$ cat config.mk
export PLATFORM = sky130hd
export DESIGN_NAME = fpu_rr_scheduler
export DESIGN_NICKNAME = d
export VERILOG_FILES = /design/src/rtl/fpu_sched_pkg.sv /design/src/rtl/fpu_rr_arbiter.sv /design/src/rtl/fpu_rr_scheduler.sv
export SDC_FILE = /design/constraint.sdc
export NUM_CORES = 1
export LEC_CHECK = 0
export ABC_AREA = 1
export CORE_AREA = 3 3 156 158
export DETAILED_ROUTE_END_ITERATION = 16
export DIE_AREA = 0 0 159 161
export PLACE_DENSITY = 0.77
export SLEW_MARGIN = 25
export SYNTH_ARGS = -nofsm -noshare
export SYNTH_HDL_FRONTEND = slang
export SYNTH_SLANG_ARGS = --single-unit
$ cat constraint.sdc
create_clock -name i_clk -period 7 [get_ports i_clk]
set_clock_uncertainty 0.1 [all_clocks]
set_input_delay 1.4 -clock i_clk [delete_from_list [all_inputs] [get_ports i_clk]]
set_output_delay 1.4 -clock i_clk [all_outputs]
set_load 0.02 [all_outputs]
$ cat src/rtl/fpu_sched_pkg.sv
// Shared types and constants for the round-robin FPU scheduler.
package fpu_sched_pkg;

  localparam int unsigned FP_W  = 32;
  localparam int unsigned CNT_W = 16;

  typedef enum logic [1:0] {
    S_IDLE = 2'd0,
    S_EXEC = 2'd1,
    S_RESP = 2'd2
  } sched_state_e;

  typedef struct packed {
    logic            add_sub;
    logic [FP_W-1:0] a;
    logic [FP_W-1:0] b;
  } fpu_op_t;

  // Saturating increment for the statistics counters.
  function automatic logic [CNT_W-1:0] sat_inc(input logic [CNT_W-1:0] v);
    return (&v) ? v : v + CNT_W'(1);
  endfunction

endpackage

$ cat src/rtl/fpu_rr_arbiter.sv
// Combinational round-robin arbiter: the search starts at ptr+1 and wraps around.
module fpu_rr_arbiter
  import fpu_sched_pkg::*;
#(
  parameter int unsigned NUM_REQ = 4,
  parameter int unsigned ID_W    = $clog2(NUM_REQ)
) (
  input  logic [NUM_REQ-1:0] valid,
  input  logic [ID_W-1:0]    ptr,
  output logic [NUM_REQ-1:0] grant_c,
  output logic [ID_W-1:0]    grant_idx_c,
  output logic               grant_any_c
);

  always_comb begin
    grant_c     = '0;
    grant_idx_c = '0;
    grant_any_c = 1'b0;
    for (int unsigned i = 1; i <= NUM_REQ; i++) begin
      int unsigned cand;
      cand = (32'(ptr) + i) % NUM_REQ;
      if (!grant_any_c && valid[cand[ID_W-1:0]]) begin
        grant_any_c                  = 1'b1;
        grant_idx_c                  = cand[ID_W-1:0];
        grant_c[cand[ID_W-1:0]]      = 1'b1;
      end
    end
  end

endmodule

$ cat src/rtl/fpu_rr_scheduler.sv
// Round-robin sharing of one combinational FPU adder between NUM_REQ requesters.
// Optional macro FPU_RR_STATS_EN adds saturating op/exception counters.
module fpu_rr_scheduler
  import fpu_sched_pkg::*;
#(
  parameter int unsigned NUM_REQ = 4,
  parameter int unsigned ID_W    = $clog2(NUM_REQ)
) (
  input  logic                    i_clk,
  input  logic                    i_rst_n,
  input  logic [NUM_REQ-1:0]      i_req_valid,
  output logic [NUM_REQ-1:0]      o_req_ready,
  input  logic [NUM_REQ-1:0]      i_req_add_sub,
  input  logic [NUM_REQ*FP_W-1:0] i_req_a,
  input  logic [NUM_REQ*FP_W-1:0] i_req_b,
  output logic                    o_fpu_add_sub,
  output logic [FP_W-1:0]         o_fpu_a,
  output logic [FP_W-1:0]         o_fpu_b,
  input  logic [FP_W-1:0]         i_fpu_s,
  input  logic                    i_fpu_ov_flag,
  input  logic                    i_fpu_un_flag,
  output logic                    o_rsp_valid,
  input  logic                    i_rsp_ready,
  output logic [ID_W-1:0]         o_rsp_id,
  output logic [FP_W-1:0]         o_rsp_s,
  output logic                    o_rsp_ov_flag,
  output logic                    o_rsp_un_flag
`ifdef FPU_RR_STATS_EN
  ,
  output logic [CNT_W-1:0]        o_op_cnt,
  output logic [CNT_W-1:0]        o_exc_cnt
`endif
);

  sched_state_e state_q, state_d;
  logic [ID_W-1:0] ptr_q, ptr_d;
  fpu_op_t op_q, op_d;
  fpu_op_t req_op [NUM_REQ];

  logic            rsp_valid_d;
  logic [ID_W-1:0] rsp_id_d;
  logic [FP_W-1:0] rsp_s_d;
  logic            rsp_ov_d;
  logic            rsp_un_d;

  logic [NUM_REQ-1:0] grant_c;
  logic [ID_W-1:0]    grant_idx_c;
  logic               grant_any_c;

  fpu_rr_arbiter #(
    .NUM_REQ (NUM_REQ),
    .ID_W    (ID_W)
  ) u_arb (
    .valid       (i_req_valid),
    .ptr         (ptr_q),
    .grant_c     (grant_c),
    .grant_idx_c (grant_idx_c),
    .grant_any_c (grant_any_c)
  );

  // Unpack the flat request buses into per-requester operations.
  always_comb begin
    for (int unsigned k = 0; k < NUM_REQ; k++) begin
      req_op[k].add_sub = i_req_add_sub[k];
      req_op[k].a       = i_req_a[k*FP_W +: FP_W];
      req_op[k].b       = i_req_b[k*FP_W +: FP_W];
    end
  end

  // Next-state and registered-output computation.
  always_comb begin
    state_d     = state_q;
    ptr_d       = ptr_q;
    op_d        = op_q;
    rsp_valid_d = o_rsp_valid;
    rsp_id_d    = o_rsp_id;
    rsp_s_d     = o_rsp_s;
    rsp_ov_d    = o_rsp_ov_flag;
    rsp_un_d    = o_rsp_un_flag;
    o_req_ready = '0;
    case (state_q)
      S_IDLE: begin
        o_req_ready = grant_c;
        if (grant_any_c) begin
          state_d = S_EXEC;
          ptr_d   = grant_idx_c;
          op_d    = req_op[grant_idx_c];
        end
      end
      S_EXEC: begin
        // ptr_q was loaded with the granted index, so it doubles as the response id.
        state_d     = S_RESP;
        rsp_valid_d = 1'b1;
        rsp_id_d    = ptr_q;
        rsp_s_d     = i_fpu_s;
        rsp_ov_d    = i_fpu_ov_flag;
        rsp_un_d    = i_fpu_un_flag;
      end
      S_RESP: begin
        if (i_rsp_ready) begin
          state_d     = S_IDLE;
          rsp_valid_d = 1'b0;
        end
      end
      default: state_d = S_IDLE;
    endcase
  end

  always_ff @(posedge i_clk) begin
    if (!i_rst_n) begin
      state_q       <= S_IDLE;
      ptr_q         <= ID_W'(NUM_REQ - 1);
      op_q          <= '0;
      o_rsp_valid   <= 1'b0;
      o_rsp_id      <= '0;
      o_rsp_s       <= '0;
      o_rsp_ov_flag <= 1'b0;
      o_rsp_un_flag <= 1'b0;
    end else begin
      state_q       <= state_d;
      ptr_q         <= ptr_d;
      op_q          <= op_d;
      o_rsp_valid   <= rsp_valid_d;
      o_rsp_id      <= rsp_id_d;
      o_rsp_s       <= rsp_s_d;
      o_rsp_ov_flag <= rsp_ov_d;
      o_rsp_un_flag <= rsp_un_d;
    end
  end

  assign o_fpu_add_sub = op_q.add_sub;
  assign o_fpu_a       = op_q.a;
  assign o_fpu_b       = op_q.b;

`ifdef FPU_RR_STATS_EN
  logic rsp_hs_c;
  assign rsp_hs_c = (state_q == S_RESP) && i_rsp_ready;

  // Counters advance on the response handshake and stick at all-ones.
  always_ff @(posedge i_clk) begin
    if (!i_rst_n) begin
      o_op_cnt  <= '0;
      o_exc_cnt <= '0;
    end else if (rsp_hs_c) begin
      o_op_cnt <= sat_inc(o_op_cnt);
      if (o_rsp_ov_flag || o_rsp_un_flag) begin
        o_exc_cnt <= sat_inc(o_exc_cnt);
      end
    end
  end
`endif

endmodule

# After elaboration in Yosys (flattened, before gate mapping)
# Cells that the tools add are included.
op_classes:
  add_sub_neg: 4
  order_cmp: 9
  n_eq_ne: 4
  muxes: 37
  n_bitwise: 4
  reduce_logical: 15
op_table:
  columns: ["cell", "count"]
  rows:
  - ["65-bit binary-select mux with 2-bit select", 1]
  - ["65-bit 2-to-1 mux", 2]
  - ["4-bit 2-to-1 mux", 5]
  - ["1-bit 2-to-1 mux", 13]
  - ["2-bit by 3-bit < comparator with 1-bit output, second input constant", 4]
  - ["2-bit 2-to-1 mux", 6]
  - ["4-bit bitwise OR", 3]
  - ["1-bit binary-select mux with 2-bit select", 4]
  - ["1-bit demux with 2-bit select", 4]
  - ["2-bit by 1-bit >= comparator with 1-bit output, second input constant", 4]
  - ["1-bit logical AND", 7]
  - ["2-bit one-hot mux with 3 select lines", 1]
  - ["2-bit AND reduction", 3]
  - ["2-bit by 1-bit adder with 2-bit output, second input constant", 2]
  - ["2-bit adder, second input constant", 2]
  - ["2-bit != test, second input constant", 2]
  - ["3-bit >= comparator, second input constant", 1]
  - ["1-bit logical NOT", 3]
  - ["2-bit NOT with 3-bit output", 1]
  - ["2-bit by 1-bit equality test with 1-bit output, second input constant", 1]
  - ["2-bit equality test, second input constant", 1]
  - ["2-bit logical NOT", 1]
  - ["1-bit one-hot mux with 2 select lines", 1]
  - ["2-bit nonzero test", 1]
word_totals:
  reg_bits: 106
  in_bits: 301
  output_inout_bits: 106
  wordCells: 83

# Depth between registers and ports, before layout
# Gate-level depths: netlist of run 1.
logic_depth:
  depth_word: 17
  ltp_mapped: 18
  ltp_nobuf: 15

# By module
# A second synthesis of run 1 with hierarchy kept.
hier_totals:
  hier_cells: 1254
  hier_area_um2: 7133.1
by_module_without_submodules:
  columns: ["mod", "n_inst", "cells_each", "area_each_um2", "seq_area_each_um2"]
  rows:
  - ["fpu_rr_scheduler", 1, 1180, 6675.2, 2122.0]
  - ["fpu_rr_arbiter", 1, 74, 457.9, 0.0]

# Worst setup path after synthesis of run 1
# OpenSTA, ideal clock, no wires.
synth_path:
  path_kind: "input -> output"
  startpoint: "in i_req_valid[0]"
  endpoint: "out o_req_ready[1]"
  arrival_ns: 2.334
  t_required_ns: 5.500
  slack_ns: 3.166
  path_stages: 11
  path_buffers: 0
  cell_sequence: "nand2_1 > nand2_1 > nand2_2 > nand2_2 > nor2_4 > nand2_1 > o22ai_1 > a21oi_1 > o21ai_0 > nand2_1 > inv_1"
synth_via:
  elab_chain_cells: 13
  word_cells_on_any_way: 25
  cone_classes: "16 x mux; 3 x bitwise; 6 x reduce/logical"
synth_rtl:
  columns: ["item", "line_no", "text"]
  rows:
  - ["from (decl)", "fpu_rr_scheduler.sv:11", "input logic [NUM_REQ-1:0] i_req_valid,"]
  - ["1-bit binary-select mux with 2-bit select", "fpu_rr_arbiter.sv:22", "if (!grant_any_c && valid[cand[ID_W-1:0]]) begin"]
  - ["1-bit 2-to-1 mux (implied by the code)", "fpu_rr_arbiter.sv:22", null]
  - ["1-bit 2-to-1 mux", "fpu_rr_arbiter.sv:22", null]
  - ["1-bit logical NOT", "fpu_rr_arbiter.sv:22", null]
  - ["1-bit logical AND", "fpu_rr_arbiter.sv:22", null]
  - ["1-bit 2-to-1 mux", "fpu_rr_arbiter.sv:22", null]
  - ["1-bit logical NOT", "fpu_rr_arbiter.sv:22", null]
  - ["1-bit logical AND", "fpu_rr_arbiter.sv:22", null]
  - ["1-bit 2-to-1 mux", "fpu_rr_arbiter.sv:22", null]
  - ["1-bit logical NOT", "fpu_rr_arbiter.sv:22", null]
  - ["1-bit logical AND", "fpu_rr_arbiter.sv:22", null]
  - ["4-bit 2-to-1 mux (*)", "fpu_rr_arbiter.sv:22", null]
  - ["4-bit 2-to-1 mux (*)", "fpu_rr_scheduler.sv:81", "case (state_q)"]
  - ["to (decl)", "fpu_rr_scheduler.sv:12", "output logic [NUM_REQ-1:0] o_req_ready,"]
# Mark *: on every way between the ends. The rest lies on a longest branch, timed or not. The select of a mux whose other input is x is not followed.

# Worst setup path in the final report of run 1
layout_path:
  startpoint: "in i_req_valid[3]"
  endpoint: "out o_req_ready[1]"
# The elaborated chain is that of the path after synthesis.

==> results of run 1 <==
[worst paths after layout]
path / start / end / cells after the start
setup / recovery: i_req_valid[3] / o_req_ready[1] / 13
hold / removal: o_rsp_s[5]$_SDFFE_PN0P_ / o_rsp_s[5]$_SDFFE_PN0P_ / 2
setup reg to reg: ptr_q[0]$_SDFFE_PN1P_ / o_fpu_a[22]$_SDFFE_PN0P_ / 15
hold reg to reg: o_rsp_s[5]$_SDFFE_PN0P_ / o_rsp_s[5]$_SDFFE_PN0P_ / 2
[power by group through the flow]
stage / clock, uW / sequential (uW) / combinational (uW)
floorplan: 0 / 1210 / 2680
global placement: 0 / 964 / 4100
detailed placement: 0 / 975 / 4170
CTS: 546 / 962 / 4190
global route: 570 / 989 / 4620
finish: 525 / 961 / 4150
[flip-flops by register name (all words and copies together), names as in the netlist]
register and count:
o_fpu_a 32, o_fpu_b 32, state_q 2, o_rsp_valid 1
o_rsp_s 32, o_rsp_un_flag 1, o_rsp_ov_flag 1, o_fpu_add_sub 1
ptr_q 2, o_rsp_id 2
[cell usage in the layout (no fill, tap or decap), drive strengths merged]
master,Yosys,layout
clkbuf,17,9
dfxtp,106,106
o22ai,4,4
nand4,2,2
nor2,222,222
o211ai,1,1
or2,1,1
and3,15,15
inv,272,276
a21oi,7,7
a211oi,1,1
nand3,274,274
clkinv,1,4
o21ai,41,41
buf,65,8
nand2,257,257
clkdlybuf4s50,0,406
and2,1,1
a21boi,1,1
ha,8,8
a31oi,2,2
[routing by layer]
metal  GRT usage  up-vias  wire [um]
met5           0        -          0
met4      0.0780        0       1020
met3      0.0454       68       2270
met2       0.379      422      13800
met1       0.252     4074      11400
li1            -     4600          -
[area by class of cell]
| class | instances | area [sq um] |
|---|---|---|
| Inverter | 273 | 1030 |
| Multi-Input combinational cell | 837 | 3760 |
| Sequential cell | 106 | 2120 |
| Clock inverter | 7 | 78.8 |
| Clock buffer | 9 | 225 |
| Timing Repair Buffer | 414 | 4130 |
| Fill cell | 2411 | 11500 |
| Tap cell | 319 | 399 |
[critical path, cell delays in order]
cell and delay (ns):
clkdlybuf4s50_1 0.45, nand2_1 0.13, nand3_1 0.10, nand2_1 0.11, inv_2 0.06, nor2_4 0.13, nand2_1 0.12, o22ai_1 0.14
a21oi_1 0.06, o21ai_0 0.08, nand2_1 0.07, inv_1 0.06, clkdlybuf4s50_1 0.59
[per-stage QoR]
step	setup WS, ns	cell area [sq um]	utilization	hold slack (ns)
after floorplan	3.17	7310	-	0.419
after global placement	2.08	11400	0.491	0.362
after detailed placement	2.03	11400	0.491	0.373
after CTS	2.04	11700	0.505	0.392
after global routing	1.72	11700	0.505	0.403
final	1.97	11700	0.505	0.387
[cell families after synthesis]
kind of cell	Yosys count
AOI/OAI and AO/OA	57
adders and majority gates	8
buffers and inverters	355
DFF	106
and+or+nand+nor	772
==> impl_metrics.env, run 1 <==
export IMPL_clkSlewWorstSetupHoldPaths_ns=0.09
export IMPL_globalRouteTotalUtil=0.213
export IMPL_drive_gt1_frac=0.0273
export IMPL_ys_seq_area_frac=0.290
export IMPL_antenna_found_initial=0
export IMPL_yosys_register_bits=106
export IMPL_critical_path_required_ns=5.50
export IMPL_die_x_um=159
export IMPL_p_int_uw=2570
export IMPL_clockRootBuffer="clkbuf_16"
export IMPL_outcome="completed"
export IMPL_cts_htree_levels=3
export IMPL_post_cts_buffers=0
export IMPL_cp_end_kind="primary output"
export IMPL_maxSlewHeadroom=0.343
export IMPL_cts_resized=0
export IMPL_clk_path_buf_depth=2
export IMPL_p_leak_uw=0.00604
export IMPL_synth_nets=1607
export IMPL_drc=0
export IMPL_synth_compound_area_share=0.0426
export IMPL_syn_area_sq_mm=0.00731
export IMPL_hold_path_class="reg2reg"
export IMPL_crit_path_start_kind="input port"
export IMPL_grt_pass1_wl_um=44800
export IMPL_period_share=0.718
export IMPL_die_y_um=161
export IMPL_viasPerCell=4.66
export IMPL_swShare=0.545
export IMPL_synth_xor_area_frac=0
export IMPL_insertion_delay_ns=0.35
export IMPL_synth_edff_count=0
export IMPL_wl_per_cell_um=14.5
export IMPL_async_reset_ff_frac=0
export IMPL_tightest_slew_ns=0.986
export IMPL_synth_mux_area_frac=0
export IMPL_antenna_left=0
export IMPL_setup_tns_ns=0
export IMPL_crit_fanout=6
export IMPL_criticalPathCategory="in2out"
export IMPL_rsz0062_at_grt="no"
export IMPL_fp_coreArea_sq_mm=0.0233
export IMPL_via_count=9164
export IMPL_synthCells=1298
export IMPL_power_frac_comb=0.736
export IMPL_total_power_uw=5630
export IMPL_cts_hold_buf=0
export IMPL_yosys_area_share_adder=0.0137
export IMPL_dp_cells=1949
export IMPL_post_route_min_period_ns=5.03
export IMPL_fin_nets=1950
export IMPL_rrSetupSlack_ns=2.49
export IMPL_synth_top_family_by_area="simple AND/OR/NAND/NOR gates"
export IMPL_grt_overflow_total=0
export IMPL_grt_max_degree=101
export IMPL_p_per_area_mw_per_mm2=480
export IMPL_numPortBuffers=406
export IMPL_synth_top_cells_by_area="dfxtp_1, nand3_1, inv_1"
export IMPL_ys_top_cells_by_count="nand3_1, inv_1, nand2_1"
export IMPL_vdd_ir_drop_max_mv=0.610
export IMPL_routabilityCongestion=0.886
export IMPL_clock_power_share=0.093
export IMPL_synth_ff_type="dfxtp_1"
export IMPL_cts_buffers=9
export IMPL_netSwitchingPower_uw=3070
export IMPL_yosys_area_top_type="dfxtp_1"
export IMPL_fin_cells=1965
export IMPL_start_util=0.314
export IMPL_ys_warn_count=0
export IMPL_synth_top_area_frac=0.290
export IMPL_synth_distinct_cells=29
export IMPL_core_rowCount=56
export IMPL_tritoncts="done"
export IMPL_die_area_sq_mm=0.0256
export IMPL_setup_viol=0
export IMPL_wirelength_um=28600
export IMPL_hpwl_um=21000
export IMPL_synth_simple_area_share=0.455
export IMPL_synth_area_per_cell_sq_um=5.63
export IMPL_max_freq_mhz=199
export IMPL_drtIter0Drc=745
export IMPL_drv_cap=0
export IMPL_cts_sinks=106
export IMPL_area_delta_synth_final_pct=60.8
export IMPL_drv_slew=0
export IMPL_dr_pass1_iters=5
export IMPL_timing_hold_violations_final=0
export IMPL_grt_pass1_vias=8474
export IMPL_yosysMostFrequentCell="nand3_1"
export IMPL_num_io_pins=407
export IMPL_n_antenna_cell=0
export IMPL_p_seq_frac=0.170
export IMPL_crit_arrival_ns=3.53
No activity file was read; power rests on OpenSTA's default activity.
==> run 2, diff against run 1 <==
- PLACE_DENSITY: 0.77 -> 0.79
- clock period: 7 -> 4.5 ns (I/O delays scaled with it)
==> impl_metrics.env, run 2 (synthesis results as in run 1) <==
export IMPL_hpwl_um=20900
export IMPL_drv_slew=0
export IMPL_clk_path_buf_depth=2
export IMPL_fin_nets=1958
export IMPL_cts_sinks=106
export IMPL_drtIter0Drc=681
export IMPL_drive_gt1_frac=0.0320
export IMPL_crit_fanout=9
export IMPL_tightest_slew_ns=0.733
export IMPL_maxSlewHeadroom=0.511
export IMPL_period_share=0.911
export IMPL_post_cts_buffers=0
export IMPL_insertion_delay_ns=0.35
export IMPL_finalCoreUtilization=0.509
export IMPL_rsz0062_at_grt="no"
export IMPL_fp_coreArea_sq_mm=0.0233
export IMPL_globalRouteTotalUtil=0.207
export IMPL_die_y_um=161
export IMPL_outcome="completed"
export IMPL_num_io_pins=407
export IMPL_drv_cap=0
export IMPL_setup_tns_ns=0
export IMPL_antenna_found_initial=1
export IMPL_cts_hold_buf=0
export IMPL_via_count=9069
export IMPL_cts_buffers=9
export IMPL_netSwitchingPower_uw=4720
export IMPL_dp_cells=1957
export IMPL_setup_viol=0
export IMPL_start_util=0.314
export IMPL_grt_pass1_wl_um=43000
export IMPL_grt_pass1_vias=8067
export IMPL_cp_end_kind="primary output"
export IMPL_clock_power_share=0.094
export IMPL_grt_overflow_total=0
export IMPL_dr_pass1_iters=5
export IMPL_crit_arrival_ns=3.10
export IMPL_cts_resized=0
export IMPL_vdd_ir_drop_max_mv=0.373
export IMPL_tritoncts="done"
export IMPL_p_leak_uw=0.00608
export IMPL_crit_path_start_kind="flip-flop"
export IMPL_mostFrequentLayoutCell="clkdlybuf4s50_1"
export IMPL_layout_common_cells="clkdlybuf4s50_1, nand3_1, inv_1"
export IMPL_max_freq_mhz=244
export IMPL_numPortBuffers=406
export IMPL_p_int_uw=4080
export IMPL_swShare=0.537
export IMPL_p_per_area_mw_per_mm2=744
export IMPL_layout_setup_ws_ns=0.402
export IMPL_viasPerCell=4.59
export IMPL_hold_path_class="reg2reg"
export IMPL_die_x_um=159
export IMPL_area_delta_synth_final_pct=62.0
export IMPL_power_frac_comb=0.738
export IMPL_core_rowCount=56
export IMPL_wirelength_um=28000
export IMPL_fin_cells=1974
export IMPL_drc=0
export IMPL_antenna_left=0
export IMPL_place_ws_ns=0.550
export IMPL_post_route_min_period_ns=4.10
export IMPL_clockRootBuffer="clkbuf_16"
export IMPL_wl_per_cell_um=14.2
export IMPL_clkSlewWorstSetupHoldPaths_ns=0.09
export IMPL_n_fill_cell=2351
export IMPL_critical_path_required_ns=3.50
export IMPL_die_area_sq_mm=0.0256
export IMPL_grt_max_degree=68
export IMPL_total_power_uw=8800
export IMPL_criticalPathCategory="reg2out"
export IMPL_routabilityCongestion=1.02
export IMPL_cts_htree_levels=3
export IMPL_p_seq_frac=0.168
export IMPL_timing_hold_violations_final=0
==> run 2: layout make-up <==
class | instances | area, sq um | share of cell area
sequential | 106 | 2120 | 0.179
antenna | 1 | 2.50 | 0.000211
timing repair buffer | 422 | 4210 | 0.356
tap | 319 | 399 | 0.0337
inverter | 273 | 1030 | 0.0872
clock buffer | 9 | 225 | 0.0190
clock inverter | 7 | 88.8 | 0.00751
multi-input combinational | 837 | 3760 | 0.317
==> run 2: worst max-delay path, cell delays in order, from the launching register on <==
cell and delay [ns]:
dfxtp_1 0.48, inv_1 0.24, ha_1 0.42, inv_1 0.10, nand2_2 0.08, nand2_2 0.10
nor2_4 0.18, nand2_1 0.12, o22ai_1 0.15, a21oi_1 0.07, o21ai_0 0.08, nand2_1 0.07
inv_1 0.06, clkdlybuf4s50_1 0.59
==> run 2: routing by layer <==
layer / vias to the layer above / track usage / part of all wire
li1: 4621 / - / -
met1: 4003 / 0.253 / 0.41
met2: 394 / 0.360 / 0.49
met3: 51 / 0.0490 / 0.073
met4: 0 / 0.0669 / 0.032
met5: - / 0 / 0
==> run 2: path summary, 6_finish.rpt <==
kind	to	slack (ns)	cells past startpoint	startpoint
setup / recovery	o_req_ready[3]	0.40	13	ptr_q[1]$_SDFFE_PN1P_
setup reg to reg	o_fpu_a[27]$_SDFFE_PN0P_	1.06	15	ptr_q[1]$_SDFFE_PN1P_
hold reg to reg	o_rsp_s[2]$_SDFFE_PN0P_	0.39	2	o_rsp_s[2]$_SDFFE_PN0P_
hold / removal	o_rsp_s[2]$_SDFFE_PN0P_	0.39	2	o_rsp_s[2]$_SDFFE_PN0P_
==> run 2: stage by stage <==
stage	instance area [sq um]	hold slack, ns
6_report	11800	0.388
5_1_grt	11800	0.409
4_1_cts	11800	0.392
3_5_place_dp	11500	0.373
3_3_place_gp	11500	0.364
2_1_floorplan	7310	0.419
==> run 2: power groups by stage <==
stage	clock network [uW]	logic, uW	registers, uW
5_1_grt	902	7250	1520
4_1_cts	861	6540	1480
6_report	831	6500	1480
3_5_place_dp	0	6510	1500
3_3_place_gp	0	6430	1480
2_1_floorplan	0	4170	1890
